**config.mk**
```make
export PLATFORM = sky130hd
export DESIGN_NAME = instruction_fetch_unit
export DESIGN_NICKNAME = d
export VERILOG_FILES = /design/src/rtl/isa_pkg.sv /design/src/rtl/next_pc_calc.sv /design/src/rtl/instruction_fetch_unit.sv
export SDC_FILE = /design/constraint.sdc
export NUM_CORES = 1
export LEC_CHECK = 0
export ABC_AREA = 1
export CORE_ASPECT_RATIO = 2
export CORE_MARGIN = 3
export CORE_UTILIZATION = 48
export CTS_CLUSTER_DIAMETER = 60
export DETAILED_ROUTE_END_ITERATION = 10
export GPL_ROUTABILITY_DRIVEN = 0
export HOLD_SLACK_MARGIN = 0.12
export PLACE_DENSITY = 0.8
export SLEW_MARGIN = 20
export SYNTH_ARGS = -nofsm -noshare
export SYNTH_HDL_FRONTEND = slang
export SYNTH_HIERARCHICAL = 1
export SYNTH_SLANG_ARGS = --single-unit
```
**constraint.sdc**
```tcl
create_clock -name clock -period 3 [get_ports clock]
set_input_delay 0.9 -clock clock [delete_from_list [all_inputs] [get_ports clock]]
set_output_delay 0.9 -clock clock [all_outputs]
set_load 0.1 [all_outputs]
```
**src/rtl/isa_pkg.sv**
```systemverilog
// Shared ISA definitions: opcodes, register names, IR field positions,
// next-PC select encodings and the fetch FSM state type.
package isa_pkg;

  typedef enum logic [5:0] {
    OP_ADDI  = 6'd1,
    OP_SUB   = 6'd2,
    OP_AND   = 6'd3,
    OP_BGT   = 6'd4,
    OP_JMP   = 6'd5,
    OP_CALL  = 6'd6,
    OP_RET   = 6'd7,
    OP_PUSH  = 6'd8,
    OP_POP   = 6'd9,
    OP_LW    = 6'd10,
    OP_SW    = 6'd11,
    OP_LWPOI = 6'd12
  } opcode_t;

  typedef enum logic [3:0] {
    R0, R1, R2, R3, R4, R5, R6, R7,
    R8, R9, R10, R11, R12, R13, R14, R15
  } reg_t;

  localparam int OPC_HI   = 31;
  localparam int OPC_LO   = 26;
  localparam int RD_HI    = 25;
  localparam int RD_LO    = 22;
  localparam int RS_HI    = 21;
  localparam int RS_LO    = 18;
  localparam int IMM16_HI = 17;
  localparam int IMM16_LO = 2;
  localparam int IMM26_HI = 25;
  localparam int IMM26_LO = 0;

  typedef enum logic [1:0] {
    PC_SEQ    = 2'd0,
    PC_BRANCH = 2'd1,
    PC_JUMP   = 2'd2,
    PC_RET    = 2'd3
  } pc_src_t;

  typedef enum logic [1:0] {
    S_IDLE  = 2'd0,
    S_FETCH = 2'd1,
    S_HOLD  = 2'd2
  } fetch_state_t;

endpackage

```
**src/rtl/next_pc_calc.sv**
```systemverilog
// Combinational next-PC mux: sequential, branch, jump/call, return.
module next_pc_calc
  import isa_pkg::*;
#(
  parameter int ADDR_W  = 32,
  parameter int INSTR_W = 32
) (
  input  logic [ADDR_W-1:0]  pc,
  input  logic [INSTR_W-1:0] ir,
  input  logic [1:0]         pc_src,
  input  logic               branch_taken,
  input  logic [ADDR_W-1:0]  ret_addr,
  output logic [ADDR_W-1:0]  next_pc
);

  logic [ADDR_W-1:0] pc_inc;
  logic [ADDR_W-1:0] imm16_sext;
  logic [ADDR_W-1:0] jump_target;
  logic              unused;

  assign pc_inc      = pc + ADDR_W'(1);
  assign imm16_sext  = {{(ADDR_W-16){ir[IMM16_HI]}}, ir[IMM16_HI:IMM16_LO]};
  // Jump keeps the PC's top bits, like a region-relative absolute jump.
  assign jump_target = {pc[ADDR_W-1:IMM26_HI+1], ir[IMM26_HI:IMM26_LO]};
  assign unused      = ^{ir[INSTR_W-1:IMM26_HI+1], ir[IMM16_LO-1:0]};

  always_comb begin
    next_pc = pc_inc;
    case (pc_src_t'(pc_src))
      PC_SEQ:    next_pc = pc_inc;
      PC_BRANCH: next_pc = branch_taken ? pc_inc + imm16_sext : pc_inc;
      PC_JUMP:   next_pc = jump_target;
      PC_RET:    next_pc = ret_addr;
      default:   next_pc = pc_inc;
    endcase
  end

endmodule

```
**src/rtl/instruction_fetch_unit.sv**
```systemverilog
// Instruction fetch unit: owns the PC, fetches into the IR, and hands the
// instruction to control with a valid / pc_update handshake.
module instruction_fetch_unit
  import isa_pkg::*;
#(
  parameter int                ADDR_W    = 32,
  parameter int                INSTR_W   = 32,
  parameter int                MEM_DEPTH = 256,
  parameter logic [ADDR_W-1:0] RESET_PC  = 1
) (
  input  logic               clock,
  input  logic               reset,
  input  logic               fetch_start,
  input  logic [INSTR_W-1:0] instr_in,
  output logic [ADDR_W-1:0]  addressBus,
  output logic [INSTR_W-1:0] instructionReg,
  output logic               ir_valid,
  output logic               addr_fault,
  input  logic               pc_update,
  input  logic [1:0]         pc_src,
  input  logic               branch_taken,
  input  logic [ADDR_W-1:0]  ret_addr,
  output logic [ADDR_W-1:0]  pc,
  output logic [ADDR_W-1:0]  pc_plus1,
  output logic               busy
);

  localparam logic [ADDR_W-1:0] DEPTH = ADDR_W'(MEM_DEPTH);

  fetch_state_t       state, state_nxt;
  logic [ADDR_W-1:0]  pc_q, next_pc;
  logic [INSTR_W-1:0] ir_q;
  logic               fault_q;
  logic               in_range;
  logic               retire;

  assign in_range       = pc_q < DEPTH;
  assign retire         = (state == S_HOLD) && pc_update;
  assign pc             = pc_q;
  assign addressBus     = pc_q;
  assign pc_plus1       = pc_q + ADDR_W'(1);
  assign instructionReg = ir_q;
  assign ir_valid       = (state == S_HOLD);
  assign addr_fault     = fault_q;
  assign busy           = (state != S_IDLE);

  next_pc_calc #(.ADDR_W(ADDR_W), .INSTR_W(INSTR_W)) u_next_pc (
    .pc           (pc_q),
    .ir           (ir_q),
    .pc_src       (pc_src),
    .branch_taken (branch_taken),
    .ret_addr     (ret_addr),
    .next_pc      (next_pc)
  );

  always_comb begin
    state_nxt = state;
    case (state)
      S_IDLE:  if (fetch_start) state_nxt = S_FETCH;
      S_FETCH: state_nxt = S_HOLD;
      // fetch_start without pc_update is ignored: the IR is never refetched.
      S_HOLD:  if (pc_update) state_nxt = fetch_start ? S_FETCH : S_IDLE;
      default: state_nxt = S_IDLE;
    endcase
  end

  always_ff @(posedge clock or posedge reset) begin
    if (reset) begin
      state   <= S_IDLE;
      pc_q    <= RESET_PC;
      ir_q    <= '0;
      fault_q <= 1'b0;
    end else begin
      state <= state_nxt;
      if (state == S_FETCH) begin
        ir_q    <= in_range ? instr_in : '0;
        fault_q <= !in_range;
      end
      if (retire) pc_q <= next_pc;
    end
  end

endmodule

```
**Word level (Yosys, flattened, before mapping)**

Index checks and enable logic that the tools add are counted.

- Bitwise logic cells: 1
- Equality and inequality tests: 7
- $add $sub $neg: 2
- Order comparisons: 1
- Reductions and logical operators: 7
- Muxes and demuxes: 7

Operator list:

| cell | number |
|---|---|
| 32-bit one-hot mux with 4 select lines | 1 |
| 32-bit 2-to-1 mux | 2 |
| 32-bit by 1-bit adder with 32-bit output, second input constant | 1 |
| 32-bit adder | 1 |
| 32-bit by 9-bit less-than comparator with 1-bit output, second input constant | 1 |
| 2-bit equality test, second input constant | 3 |
| 2-bit one-hot mux with 3 select lines | 1 |
| 2-bit by 1-bit equality test with 1-bit output, second input constant | 2 |
| 2-bit logical NOT | 2 |
| 2-bit 2-to-1 mux | 2 |
| 2-bit AND reduction | 2 |
| 2-bit by 1-bit != test with 1-bit output, second input constant | 1 |
| 2-bit != test, second input constant | 1 |
| 2-bit nonzero test | 1 |
| 1-bit logical AND | 1 |
| 1-bit logical NOT | 1 |
| 1-bit 2-to-1 mux | 1 |
| 1-bit inverter | 1 |

- Output and inout bits: 131
- Bits in registers: 67

**Depth between registers and ports, before layout**

- Depth after elaboration: 4
- Mapped depth: 27
- Gate-level depth less buffers: 27

**Hierarchy**

The synthesis kept the hierarchy.

Modules (own cells, without submodules):

| module | times used | area an instance (um^2) | cells an instance | sequential area each (um^2) |
|---|---|---|---|---|
| next_pc_calc | 1 | 4679.5 | 976 | 0.0 |
| instruction_fetch_unit | 1 | 4225.3 | 611 | 1677.9 |

**Worst setup path before layout**

No wires, ideal clock.

- Path type: reg-to-output
- Start point: reg pc_q[0], in the netlist addressBus[0]
- End point: out pc_plus1[9]
- Required time: 2100 ps
- Cell stages (with the launch flop): 5
- Path buffers: 0
- Data arrival time: 3591 ps
- Setup slack: -1491 ps
- Cells stage by stage: dfstp_2 -> inv_1 -> nor2_8 -> nand3b_1 -> xnor2_1

- Cells in the longest elaborated chain, start to end: 1

Ends and longest elaborated chain:

| element | line | RTL |
|---|---|---|
| start, declared | instruction_fetch_unit.sv:31 | `logic [ADDR_W-1:0] pc_q, next_pc;` |
| start signal, assigned | instruction_fetch_unit.sv:79 | `if (retire) pc_q <= next_pc;` |
| 32-bit by 1-bit adder with 32-bit output | instruction_fetch_unit.sv:41 | `assign pc_plus1 = pc_q + ADDR_W'(1);` |
| end, declared | instruction_fetch_unit.sv:24 | `output logic [ADDR_W-1:0] pc_plus1,` |

No other way between the ends.

**Final worst setup path**

- Start point: reg pc_q[0], in the netlist addressBus[0]
- End point: reg pc_q[28], in the netlist addressBus[28]

- Cells in the longest elaborated chain, start to end: 4

Ends and longest elaborated chain:

| element | line | RTL |
|---|---|---|
| 32-bit by 1-bit adder with 32-bit output (*) | next_pc_calc.sv:21 | `assign pc_inc = pc + ADDR_W'(1);` |
| 32-bit adder | next_pc_calc.sv:31 | `PC_BRANCH: next_pc = branch_taken ? pc_inc + imm16_sext : pc_inc;` |
| 32-bit 2-to-1 mux | next_pc_calc.sv:31 |  |
| 32-bit one-hot mux with 4 select lines (*) | next_pc_calc.sv:29 | `case (pc_src_t'(pc_src))` |
| net next_pc[28] | instruction_fetch_unit.sv:31 |  |

Mark *: on every way through the listed nets, which the timed path passes. The rest lies on a longest branch.
A chain may end at the register's enable or synchronous reset.

==> flow_metrics.env <==
export IMPL_cp_end_kind="flip-flop"
export IMPL_via_per_inst=6.21
export IMPL_worstHoldStart="instructionReg[28]$_DFFE_PP0N_"
export IMPL_whs_path_depth=2
export IMPL_clk_latency_ps=360
export IMPL_drt_total_wl_mm=45.3
export IMPL_cts_buffers=9
export IMPL_finalNetCount=2013
export IMPL_period_minus_slack_ps=3490
export IMPL_seq_area_frac_synth_pct=18.8
export IMPL_clk_pin_slew_worst_paths_ps=60
export IMPL_grt_usage_pct=35.3
export IMPL_cpPeakStageDelay_ps=660
export IMPL_port_buffers=201
export IMPL_drive_above_1_share_pct=36.7
export IMPL_rsz0062_at_grt="yes"
export IMPL_final_core_util_pct=81.5
export IMPL_grt_pass1_vias=11446
export IMPL_yosysMostFrequentCell="nand2_1"
export IMPL_synth_cell_type_count=42
export IMPL_fin_area_sq_um=14600
export IMPL_setup_ws_ps=-487
export IMPL_muxShareOfSynthArea_pct=0
export IMPL_yosys_area_share_simple_pct=49.7
export IMPL_synthTopCellsByCount="nand2_1, inv_1, nor2_1"
export IMPL_cts_hold_buf=0
export IMPL_place_area_sq_um=12300
export IMPL_grt_overflow=0
export IMPL_grt_max_degree=68
export IMPL_crit_path_cell_trace="ha_4 -> inv_4 -> nor2_4 -> nand4_1 -> buf_6 -> nor2_4 -> xnor2_2 -> inv_2 -> ha_4 -> nand2_4 -> nor2_4 -> buf_4 -> nand2_2 -> nor2_2 -> nand2_4 -> nand3_1 -> nand3_2 -> nand2_1 -> nand3_1 -> nor2_1 -> a21oi_1"
export IMPL_dieHeight_um=199
export IMPL_yosysWarnings=6
export IMPL_reg2reg_setup_slack_ps=-490
export IMPL_status="finished, violations left"
export IMPL_maxSlewHeadroom_pct=56.5
export IMPL_drtAntennaViolNets=0
export IMPL_required_ps=3230
export IMPL_htree_num_levels=3
export IMPL_grt_first_pass_wirelength_mm=56.0
export IMPL_rows=69
export IMPL_tightest_slew_ps=652
export IMPL_worstRegToRegCells=21
export IMPL_async_flop_share_pct=100
export IMPL_worstSetupStartpointType="flip-flop"
export IMPL_antenna_found_initial=0
export IMPL_drt_initial_drc_count=2349
export IMPL_period_share_pct=116
export IMPL_fillers=1034
export IMPL_yosysTopAreaCell="nand2_1"
export IMPL_fp_dieW_um=102
export IMPL_postSynthCellCount=1587
export IMPL_violations="DRC, setup timing"
export IMPL_min_to="instructionReg[28]$_DFFE_PP0N_"
export IMPL_synth_xor_area_share_pct=4.22
export IMPL_syn_to_final_growth_pct=64.4
export IMPL_ys_seq_elements=67
export IMPL_dp_hpwl_mm=27.1
export IMPL_via_count=13139
export IMPL_netlist_top_cells_area="nand2_1, dfrtp_1, inv_1"
export IMPL_place_ws_ps=-378
export IMPL_powerDensity_nw_per_um2=1090
export IMPL_leakage_uw=0.00776
export IMPL_r2r_start="addressBus[0]$_DFFE_PP1P_"
export IMPL_start_util_pct=49.6
export IMPL_crit_fanout=3
export IMPL_hold_class="flip-flop to flip-flop"
export IMPL_antenna_cells=0
export IMPL_core_area_sq_um=18000
export IMPL_vdd_drop_max_mv=1.09
export IMPL_cts_sinks=67
export IMPL_setup_viol=50
export IMPL_wl_per_cell_um=21.4
export IMPL_cts_path_max_buffers=2
export IMPL_synth_edf_count=0
export IMPL_finalClockSkew_ps=7.22
export IMPL_max_cap_violations=0
export IMPL_synthAdderAreaFrac_pct=6.13
export IMPL_synth_nets=1701
export IMPL_netlist_area_leader_share_pct=24.1
export IMPL_synth_compound_area_share_pct=5.68
export IMPL_dr_pass1_iters=11
export IMPL_ys_flop_type="dfrtp_1"
export IMPL_synth_top_family_by_area="simple AND/OR/NAND/NOR gates"
export IMPL_syn_area_per_cell_sq_um=5.61
export IMPL_cp_arrival_ps=3720
export IMPL_drcViolationCount=2
export IMPL_pin_count=202
export IMPL_slew_viol_final=0
export IMPL_crit_path_top_delay_cell="dfstp_4"
export IMPL_crit_path_frequent_cell="nor2_4"
export IMPL_rr_endpoint="addressBus[28]$_DFFE_PP0P_"
export IMPL_finalHoldViolCount=0
export IMPL_fmax_mhz=287
export IMPL_synthesis_area_sq_um=8900
export IMPL_path_class="flip-flop to flip-flop"
export IMPL_dieArea_sq_um=20300
export IMPL_cts_tree="done"
export IMPL_root_buffer="clkbuf_16"
critical path, delay by kind of cell, from the launching register on:
family / cells / cell delay (ps)
compound gates: 1 / 40
simple gates: 13 / 1560
fa+ha+maj: 2 / 460
buf+inv: 4 / 490
flops: 1 / 660
xor+xnor: 1 / 150
registers in the layout, summed over array words and instances (netlist names):
name / count
instructionReg: 32
state: 2
addr_fault: 1
addressBus: 32
final cells by class:
cell class	count	area, sq um	share of cell area [%]
multi-input combinational	1198	7860	53.7
timing repair buffer	378	3570	24.4
sequential	67	1700	11.6
inverter	245	933	6.38
tap	213	267	1.82
clock buffer	9	225	1.54
clock inverter	6	90.1	0.615
cells in the final DEF, fill, tap and decap left out, types with 22 or more instances in the layout:
cell type,n
nand4_1,43
nand2_2,77
inv_1,203
nand2_4,49
nor2_1,149
nand3_1,129
clkdlybuf4s50_1,69
buf_12,41
buf_4,255
inv_2,37
nor2_2,22
nand2_1,450
dfrtp_1,50
nor2_4,35
a21oi_1,36
nand3_2,22
ha_4,35
routing by layer:
metal | part of all wire (%) | GRT usage, % | vias up | wire length [um]
met2 | 47 | 61.5 | 1291 | 21300
met3 | 12 | 5.62 | 490 | 5270
met4 | 12 | 27.9 | 0 | 5340
li1 | - | - | 5509 | -
met5 | 0 | 0 | - | 0
met1 | 30 | 36.4 | 5849 | 13400
how the worst max path moves through the flow:
stage / from / end / slack [ps]
after CTS: addressBus[0]$_DFFE_PP1P_ / pc_plus1[9] / -150
after floorplan: addressBus[0]$_DFFE_PP1P_ / pc_plus1[13] / -520
after global routing: addressBus[0]$_DFFE_PP1P_ / addressBus[29]$_DFFE_PP0P_ / -710
after global placement: addressBus[0]$_DFFE_PP1P_ / addressBus[25]$_DFFE_PP0P_ / -350
after detailed placement: addressBus[0]$_DFFE_PP1P_ / addressBus[25]$_DFFE_PP0P_ / -380
final: addressBus[0]$_DFFE_PP1P_ / addressBus[28]$_DFFE_PP0P_ / -490
kinds of logic after synthesis:
logic type / count (synthesis)
simple gates: 1020
flops: 67
compound gates: 93
buf+inv: 322
fa+ha+maj: 43
xor+xnor: 42
what timing repair did:
action,CTS,global route
resized for setup,155,239
pin swaps,51,126
buffers inserted,15,23
endpoints found under the setup margin,50,54
power by group:
group / switching [uW] / leakage (uW) / internal, uW
clock network: 463 / 0.000152 / 726
registers: 329 / 0.000843 / 1150
logic: 9270 / 0.00676 / 3960
total: 10100 / 0.00776 / 5840
through the flow:
stage / TNS (ps) / std cells / total power, uW / hold WS [ps]
2_1_floorplan: -14170 / 1587 / 9570 / 591
3_3_place_gp: -4810 / 2064 / 12700 / 470
3_5_place_dp: -5770 / 2064 / 12800 / 472
4_1_cts: -3360 / 2094 / 14500 / 488
5_1_grt: -15140 / 2116 / 16400 / 514
6_report: -10810 / 2116 / 15900 / 485
Note: power is estimated with default switching activity, not from simulation.
